**src/rtl/tmr_pkg.sv**
```systemverilog
// Shared definitions for the TMR voter/monitor:
// tracker state encoding, register map and CONTROL bits.
package tmr_pkg;

  typedef enum logic [1:0] {
    ST_OK      = 2'd0,
    ST_SUSPECT = 2'd1,
    ST_FAULTY  = 2'd2
  } tmr_state_e;

  localparam logic [7:0] OFF_STATUS     = 8'h00;
  localparam logic [7:0] OFF_CNT1       = 8'h04;
  localparam logic [7:0] OFF_CNT2       = 8'h08;
  localparam logic [7:0] OFF_CNT3       = 8'h0C;
  localparam logic [7:0] OFF_CNT_TRIPLE = 8'h10;
  localparam logic [7:0] OFF_CONTROL    = 8'h14;

  localparam int CTL_CLR_CNT   = 0;
  localparam int CTL_CLR_FAULT = 1;

endpackage

```
**src/rtl/tmr_instance_tracker.sv**
```systemverilog
// Per-instance health tracker: OK/SUSPECT/FAULTY FSM with
// disagreement streak and a saturating disagreement counter.
module tmr_instance_tracker
  import tmr_pkg::*;
#(
  parameter int PERSIST = 4,
  parameter int CNT_W   = 16
) (
  input  logic             clk,
  input  logic             rst,
  input  logic             disagree,
  input  logic             ack_clr,
  input  logic             ctl_clr,
  input  logic             cnt_clr,
  output tmr_state_e       state,
  output logic             enter_fault,
  output logic [CNT_W-1:0] cnt
);

  localparam logic [8:0] PERSIST_W = 9'(PERSIST);
  localparam bit         DIRECT    = (PERSIST == 1);

  logic [7:0] streak;
  logic [8:0] streak_inc;

  assign streak_inc = {1'b0, streak} + 9'd1;

  always_comb begin
    enter_fault = 1'b0;
    if (disagree) begin
      if (state == ST_OK)
        enter_fault = DIRECT;
      else if (state == ST_SUSPECT)
        enter_fault = (streak_inc >= PERSIST_W);
    end
  end

  // Fault entry wins over any clear arriving in the same cycle.
  always_ff @(posedge clk) begin
    if (rst) begin
      state  <= ST_OK;
      streak <= '0;
    end else if (enter_fault) begin
      state  <= ST_FAULTY;
      streak <= streak_inc[7:0];
    end else if (state == ST_FAULTY) begin
      if (ack_clr || ctl_clr) begin
        state  <= ST_OK;
        streak <= '0;
      end
    end else if (ctl_clr) begin
      state  <= ST_OK;
      streak <= '0;
    end else if (disagree) begin
      state  <= ST_SUSPECT;
      streak <= streak_inc[7:0];
    end else begin
      state  <= ST_OK;
      streak <= '0;
    end
  end

  always_ff @(posedge clk) begin
    if (rst)
      cnt <= '0;
    else if (cnt_clr)
      cnt <= '0;
    else if (disagree && (cnt != '1))
      cnt <= cnt + 1'b1;
  end

endmodule

```
**src/rtl/tmr_voter_monitor.sv**
```systemverilog
// Triple-modular-redundancy voter with per-instance health
// monitoring, resync handshake and a small register window.
module tmr_voter_monitor
  import tmr_pkg::*;
#(
  parameter int          WIDTH    = 32,
  parameter int          PERSIST  = 4,
  parameter int          CNT_W    = 16,
  parameter logic [19:0] ADDRBASE = 20'h3002_0
) (
  input  logic             clk,
  input  logic             rst,
  input  logic [WIDTH-1:0] inst_1_i,
  input  logic [WIDTH-1:0] inst_2_i,
  input  logic [WIDTH-1:0] inst_3_i,
  output logic [WIDTH-1:0] voted_o,
  output logic [2:0]       fault_o,
  output logic             resync_req_o,
  input  logic             resync_ack_i,
  input  logic             valid_i,
  input  logic             wbs_we_i,
  input  logic [31:0]      wbs_adr_i,
  input  logic [31:0]      wdata_i,
  input  logic [3:0]       wstrb_i,
  output logic             ready_o,
  output logic [31:0]      rdata_o
);

  logic [WIDTH-1:0] maj;
  logic [WIDTH-1:0] ins [3];
  logic [2:0]       dis;
  logic [2:0]       enter;
  logic [2:0]       suspect;
  tmr_state_e       st [3];
  logic [CNT_W-1:0] cnt [3];
  logic [CNT_W-1:0] tcnt;
  logic             sticky;
  logic             triple;
  logic             busy;
  logic             hit;
  logic             acc;
  logic             ctl_wr;
  logic             cnt_clr;
  logic             flt_clr;
  logic             ack_clr;
  logic [7:0]       off;
  logic [31:0]      rd;
  logic             unused;

  assign ins[0] = inst_1_i;
  assign ins[1] = inst_2_i;
  assign ins[2] = inst_3_i;

  assign maj = (inst_1_i & inst_2_i)
             | (inst_1_i & inst_3_i)
             | (inst_2_i & inst_3_i);

  assign triple = (|(inst_1_i ^ inst_2_i))
               && (|(inst_1_i ^ inst_3_i))
               && (|(inst_2_i ^ inst_3_i));

  assign off     = wbs_adr_i[7:0];
  assign hit     = valid_i && (wbs_adr_i[31:12] == ADDRBASE);
  assign acc     = hit && !busy;
  assign ctl_wr  = acc && wbs_we_i && (off == OFF_CONTROL)
                && wstrb_i[0];
  assign cnt_clr = ctl_wr && wdata_i[CTL_CLR_CNT];
  assign flt_clr = ctl_wr && wdata_i[CTL_CLR_FAULT];
  assign ack_clr = resync_ack_i && resync_req_o;

  assign unused = ^{wbs_adr_i[11:8], wdata_i[31:2],
                    wstrb_i[3:1]};

  for (genvar k = 0; k < 3; k++) begin : g_trk
    assign dis[k] = |(ins[k] ^ maj);

    tmr_instance_tracker #(
      .PERSIST (PERSIST),
      .CNT_W   (CNT_W)
    ) u_trk (
      .clk         (clk),
      .rst         (rst),
      .disagree    (dis[k]),
      .ack_clr     (ack_clr),
      .ctl_clr     (flt_clr),
      .cnt_clr     (cnt_clr),
      .state       (st[k]),
      .enter_fault (enter[k]),
      .cnt         (cnt[k])
    );

    assign fault_o[k] = (st[k] == ST_FAULTY);
    assign suspect[k] = (st[k] == ST_SUSPECT);
  end

  always_comb begin
    rd = '0;
    if (!wbs_we_i) begin
      unique case (1'b1)
        off == OFF_STATUS:
          rd = {24'd0, resync_req_o, sticky,
                suspect, fault_o};
        off == OFF_CNT1:       rd = 32'(cnt[0]);
        off == OFF_CNT2:       rd = 32'(cnt[1]);
        off == OFF_CNT3:       rd = 32'(cnt[2]);
        off == OFF_CNT_TRIPLE: rd = 32'(tcnt);
        default:               rd = '0;
      endcase
    end
  end

  always_ff @(posedge clk) begin
    if (rst) begin
      voted_o      <= '0;
      resync_req_o <= 1'b0;
      tcnt         <= '0;
      sticky       <= 1'b0;
    end else begin
      voted_o      <= maj;
      // A new fault keeps the request alive over an ack/clear.
      resync_req_o <= (|enter)
                   || (resync_req_o && !ack_clr && !flt_clr);
      if (cnt_clr) begin
        tcnt   <= '0;
        sticky <= 1'b0;
      end else begin
        if (triple && (tcnt != '1))
          tcnt <= tcnt + 1'b1;
        if (triple)
          sticky <= 1'b1;
      end
    end
  end

  // One ready pulse per access; rearmed when valid_i drops.
  always_ff @(posedge clk) begin
    if (rst) begin
      busy    <= 1'b0;
      ready_o <= 1'b0;
      rdata_o <= '0;
    end else begin
      if (!valid_i)
        busy <= 1'b0;
      else if (hit)
        busy <= 1'b1;
      ready_o <= acc;
      rdata_o <= acc ? rd : '0;
    end
  end

endmodule

```
**config.mk**
```make
export PLATFORM = sky130hd
export DESIGN_NAME = tmr_voter_monitor
export DESIGN_NICKNAME = d
export VERILOG_FILES = /design/src/rtl/tmr_pkg.sv /design/src/rtl/tmr_instance_tracker.sv /design/src/rtl/tmr_voter_monitor.sv
export SDC_FILE = /design/constraint.sdc
export NUM_CORES = 1
export LEC_CHECK = 0
export CAP_MARGIN = 10
export CORE_MARGIN = 2
export CORE_UTILIZATION = 35
export DETAILED_ROUTE_END_ITERATION = 16
export PLACE_DENSITY_LB_ADDON = 0.12
export REMOVE_ABC_BUFFERS = 1
export SLEW_MARGIN = 20
export SYNTH_ARGS = -nofsm -noshare
export SYNTH_HDL_FRONTEND = slang
export SYNTH_SLANG_ARGS = --single-unit
```
**constraint.sdc**
```tcl
create_clock -name clk -period 4.7 [get_ports clk]
set_input_delay 0.47 -clock clk [delete_from_list [all_inputs] [get_ports clk]]
set_output_delay 0.47 -clock clk [all_outputs]
set_load 0.05 [all_outputs]
```
==> out/results.ini <==
[timing]
finalSetupViolations=0
drv_slew=0
fin_skew_ns=0.0101
grt_setup_unrepaired=false
layout_min_cycle_time_ns=3.26
worstMarginPinSlew_ns=1.05
tns_ns=0
fmaxAchievable_mhz=307
hold_viol=0
period_share=0.693
postLayoutSetupSlackWorst_ns=1.44
slew_headroom=0.296

[worst_setup_path]
cp_common_cell=nor4_1
worstSetupPathType=input pin to flop
cp_top_family=simple AND/OR/NAND/NOR gates
r2r_cells=7
critPathMaxStageDelay_ns=0.58
cp_max_fo=10
path_buf_inv=2
path_depth=10
cp-start-kind=input pin
crit_chain=clkdlybuf4s50_1 -> ha_1 -> nor4_1 -> o22ai_1 -> nor4_1 -> nand4_1 -> nand2_1 -> buf_4 -> mux2i_1 -> nor2_1
cpMaxStageDelayCell=nand4_1
regToRegSetupSlack_ns=2.28
end_kind=flop
cp_data_required_time_ns=5.04
crit_arrival_ns=3.59

[detailed_routing]
firstDrtPassIters=5
vias_per_cell=5.74
via_count=10236
routedWlPerCell_um=18.9
ant_nets=0
finalWirelength_um=33700
drt_iter0_markers=647
drc=0

[yosys]
synthArstFlopShare=0
muxShareOfSynthArea=0.0276
ys_types=63
netlist_area_mm2=0.0102
synth_warnings=0
synth_top_family_by_area=simple AND/OR/NAND/NOR gates
synth-edff-count=0
synth_compound_area_frac=0.195
synth-adder-area-share=0.130
ys_ff_latch=146
ys_seq_area_frac=0.287
syn_inst=1203
synth-simple-area-share=0.287
synthXorXnorAreaFrac=0.0395
synthFlopType=dfxtp_1
synth.avg_cell_area_um2=8.47

[grt]
grt_pass1_wl_um=52300
track_usage=0.219
grt_overflow=0
antenna_found_initial=6
grt_pass1_vias=9651
grt_max_degree=36

[final_layout]
drive_gt1_frac=0.0559
nFillCells=2856
synthToLayoutAreaGrowth_pct=27.6
fin_nets=1658
postLayoutCellArea_mm2=0.0130

[place]
io_buffer_count=184
placed_area_mm2=0.0124
place_ws_ns=0.998
globalplace.congestion=0.870
dp_hpwl_um=26200

[cts]
root_buffer=clkbuf_16
cts_tree=yes
h-tree-depth=4
clkTransAtPathRegs_ns=0.07
numCtsBuffers=17
clock_path_buffers=2
post_cts_buffers=0
clkLatencyLatePin_ns=0.44
clock-sinks=146
holdBufCountCts=0
cts-resized-gates=0

[power]
clockPowerShare=0.388
swShare=0.329
leakagePower_nw=4.62
p_switching_mw=1.14
p_comb_frac=0.233
power_density_mw_per_mm2=268
internal_power_mw=2.33
p_seq_frac=0.379
vdd_drop_max_mv=0.256

[min_path]
min_path_cells=2
hold_class=input pin to flop

[floorplanning]
core_area_mm2=0.0287
initial_core_util=0.355
rows=62
die_h_um=175
die_w_um=175
num_io_pins=238
die_area_mm2=0.0305

[run]
drv_cap=0

[run_status]
outcome=complete, no violations

## worst register-to-register path, cell delays in order, from the launching register on
cell,delay [ns]
dfxtp_1,0.35
and3_1,0.21
and4_1,0.23
and3_1,0.22
nand4_1,0.30
nand2_1,0.35
or4_1,0.56
a21oi_1,0.15
## placed cells by master (no fill, tap or decap), drive strengths merged, types with 33 or more instances in the layout
cell and instances:
a21oi 34, nand3 43, nand2 71, clkdlybuf4s50 183, nor3 46, o31a 96
ha 106, o22ai 49, nor2 120, dfxtp 146, nor4 141, xor2 33
## per-stage QoR
| stage | hold WS (ns) | total power [mW] | util | cells |
|---|---|---|---|---|
| finish | 0.423 | 3.48 | 0.453 | 1783 |
| global route | 0.455 | 3.63 | 0.453 | 1782 |
| CTS | 0.422 | 3.50 | 0.453 | 1780 |
| detailed placement | 0.462 | 2.15 | 0.433 | 1748 |
| global placement | 0.446 | 2.14 | 0.433 | 1748 |
| floorplan | 0.436 | 1.79 | - | 1163 |
## metal layers
| metal | part of all wire | routed length, um | track usage |
|---|---|---|---|
| met5 | 0.0012 | 41 | 0 |
| met4 | 0.024 | 809 | 0.0753 |
| met3 | 0.073 | 2470 | 0.0609 |
| met2 | 0.43 | 14500 | 0.334 |
| met1 | 0.47 | 15900 | 0.296 |
## Yosys cell counts (all sizes together) (8+ instances only)
cell type	count	area share
a21oi	34	0.017
a22oi	22	0.016
and3	25	0.015
buf	32	0.021
clkbuf	23	0.0085
dfxtp	146	0.29
ha	106	0.13
inv	12	0.0044
mux2	13	0.014
mux2i	9	0.0088
nand2	71	0.026
nand2b	10	0.0061
nand3	43	0.021
nand4	29	0.018
nor2	120	0.044
nor3	46	0.023
nor4	141	0.088
o211ai	11	0.0081
o21ai	17	0.0084
o22ai	49	0.030
o31a	96	0.083
o31ai	8	0.0059
or4	15	0.011
xnor2	13	0.011
xor2	33	0.028
## final cells by class
class | instances | area, um^2 | area share
Clock buffer | 17 | 425 | 0.0327
Tap cell | 384 | 480 | 0.0370
Sequential cell | 146 | 2920 | 0.225
Inverter | 12 | 45.0 | 0.00347
Antenna cell | 3 | 7.51 | 0.000578
Multi-Input combinational cell | 1005 | 6980 | 0.537
Clock inverter | 15 | 146 | 0.0113
Timing Repair Buffer | 201 | 1990 | 0.153
## cells by family (layout without fill, tap and decap cells)
kind of cell / after synthesis / after routing
flops: 146 / 146
buf+inv: 67 / 245
simple gates: 542 / 542
xor+xnor: 46 / 46
mux: 24 / 24
fa+ha+maj: 106 / 106
compound gates: 271 / 271
other cells: 1 / 19
## final timing paths
check                                      startpoint                     to
worst min-delay path                              rst                   busy
worst min register to register                 sticky                 sticky
worst max-delay path                      inst_1_i[5]  g_trk[2].u_trk.cnt[1]
worst max register to register  g_trk[0].u_trk.cnt[7]  g_trk[0].u_trk.cnt[5]
## power groups by stage
stage | clock (mW) | sequential [mW] | combinational (mW)
3_3_place_gp | 0 | 1.35 | 0.797
3_5_place_dp | 0 | 1.35 | 0.800
4_1_cts | 1.38 | 1.32 | 0.807
5_1_grt | 1.43 | 1.33 | 0.872
6_report | 1.35 | 1.32 | 0.810
2_1_floorplan | 0 | 1.42 | 0.377
## registers in the layout, indices dropped and copies added (netlist names)
name                cells
g_trk.u_trk.cnt        48
voted_o                32
g_trk.u_trk.streak     24
rdata_o                16
tcnt                   16
g_trk.u_trk.state       6
busy                    1
ready_o                 1
resync_req_o            1
sticky                  1
(Power assumes the default switching activity.)
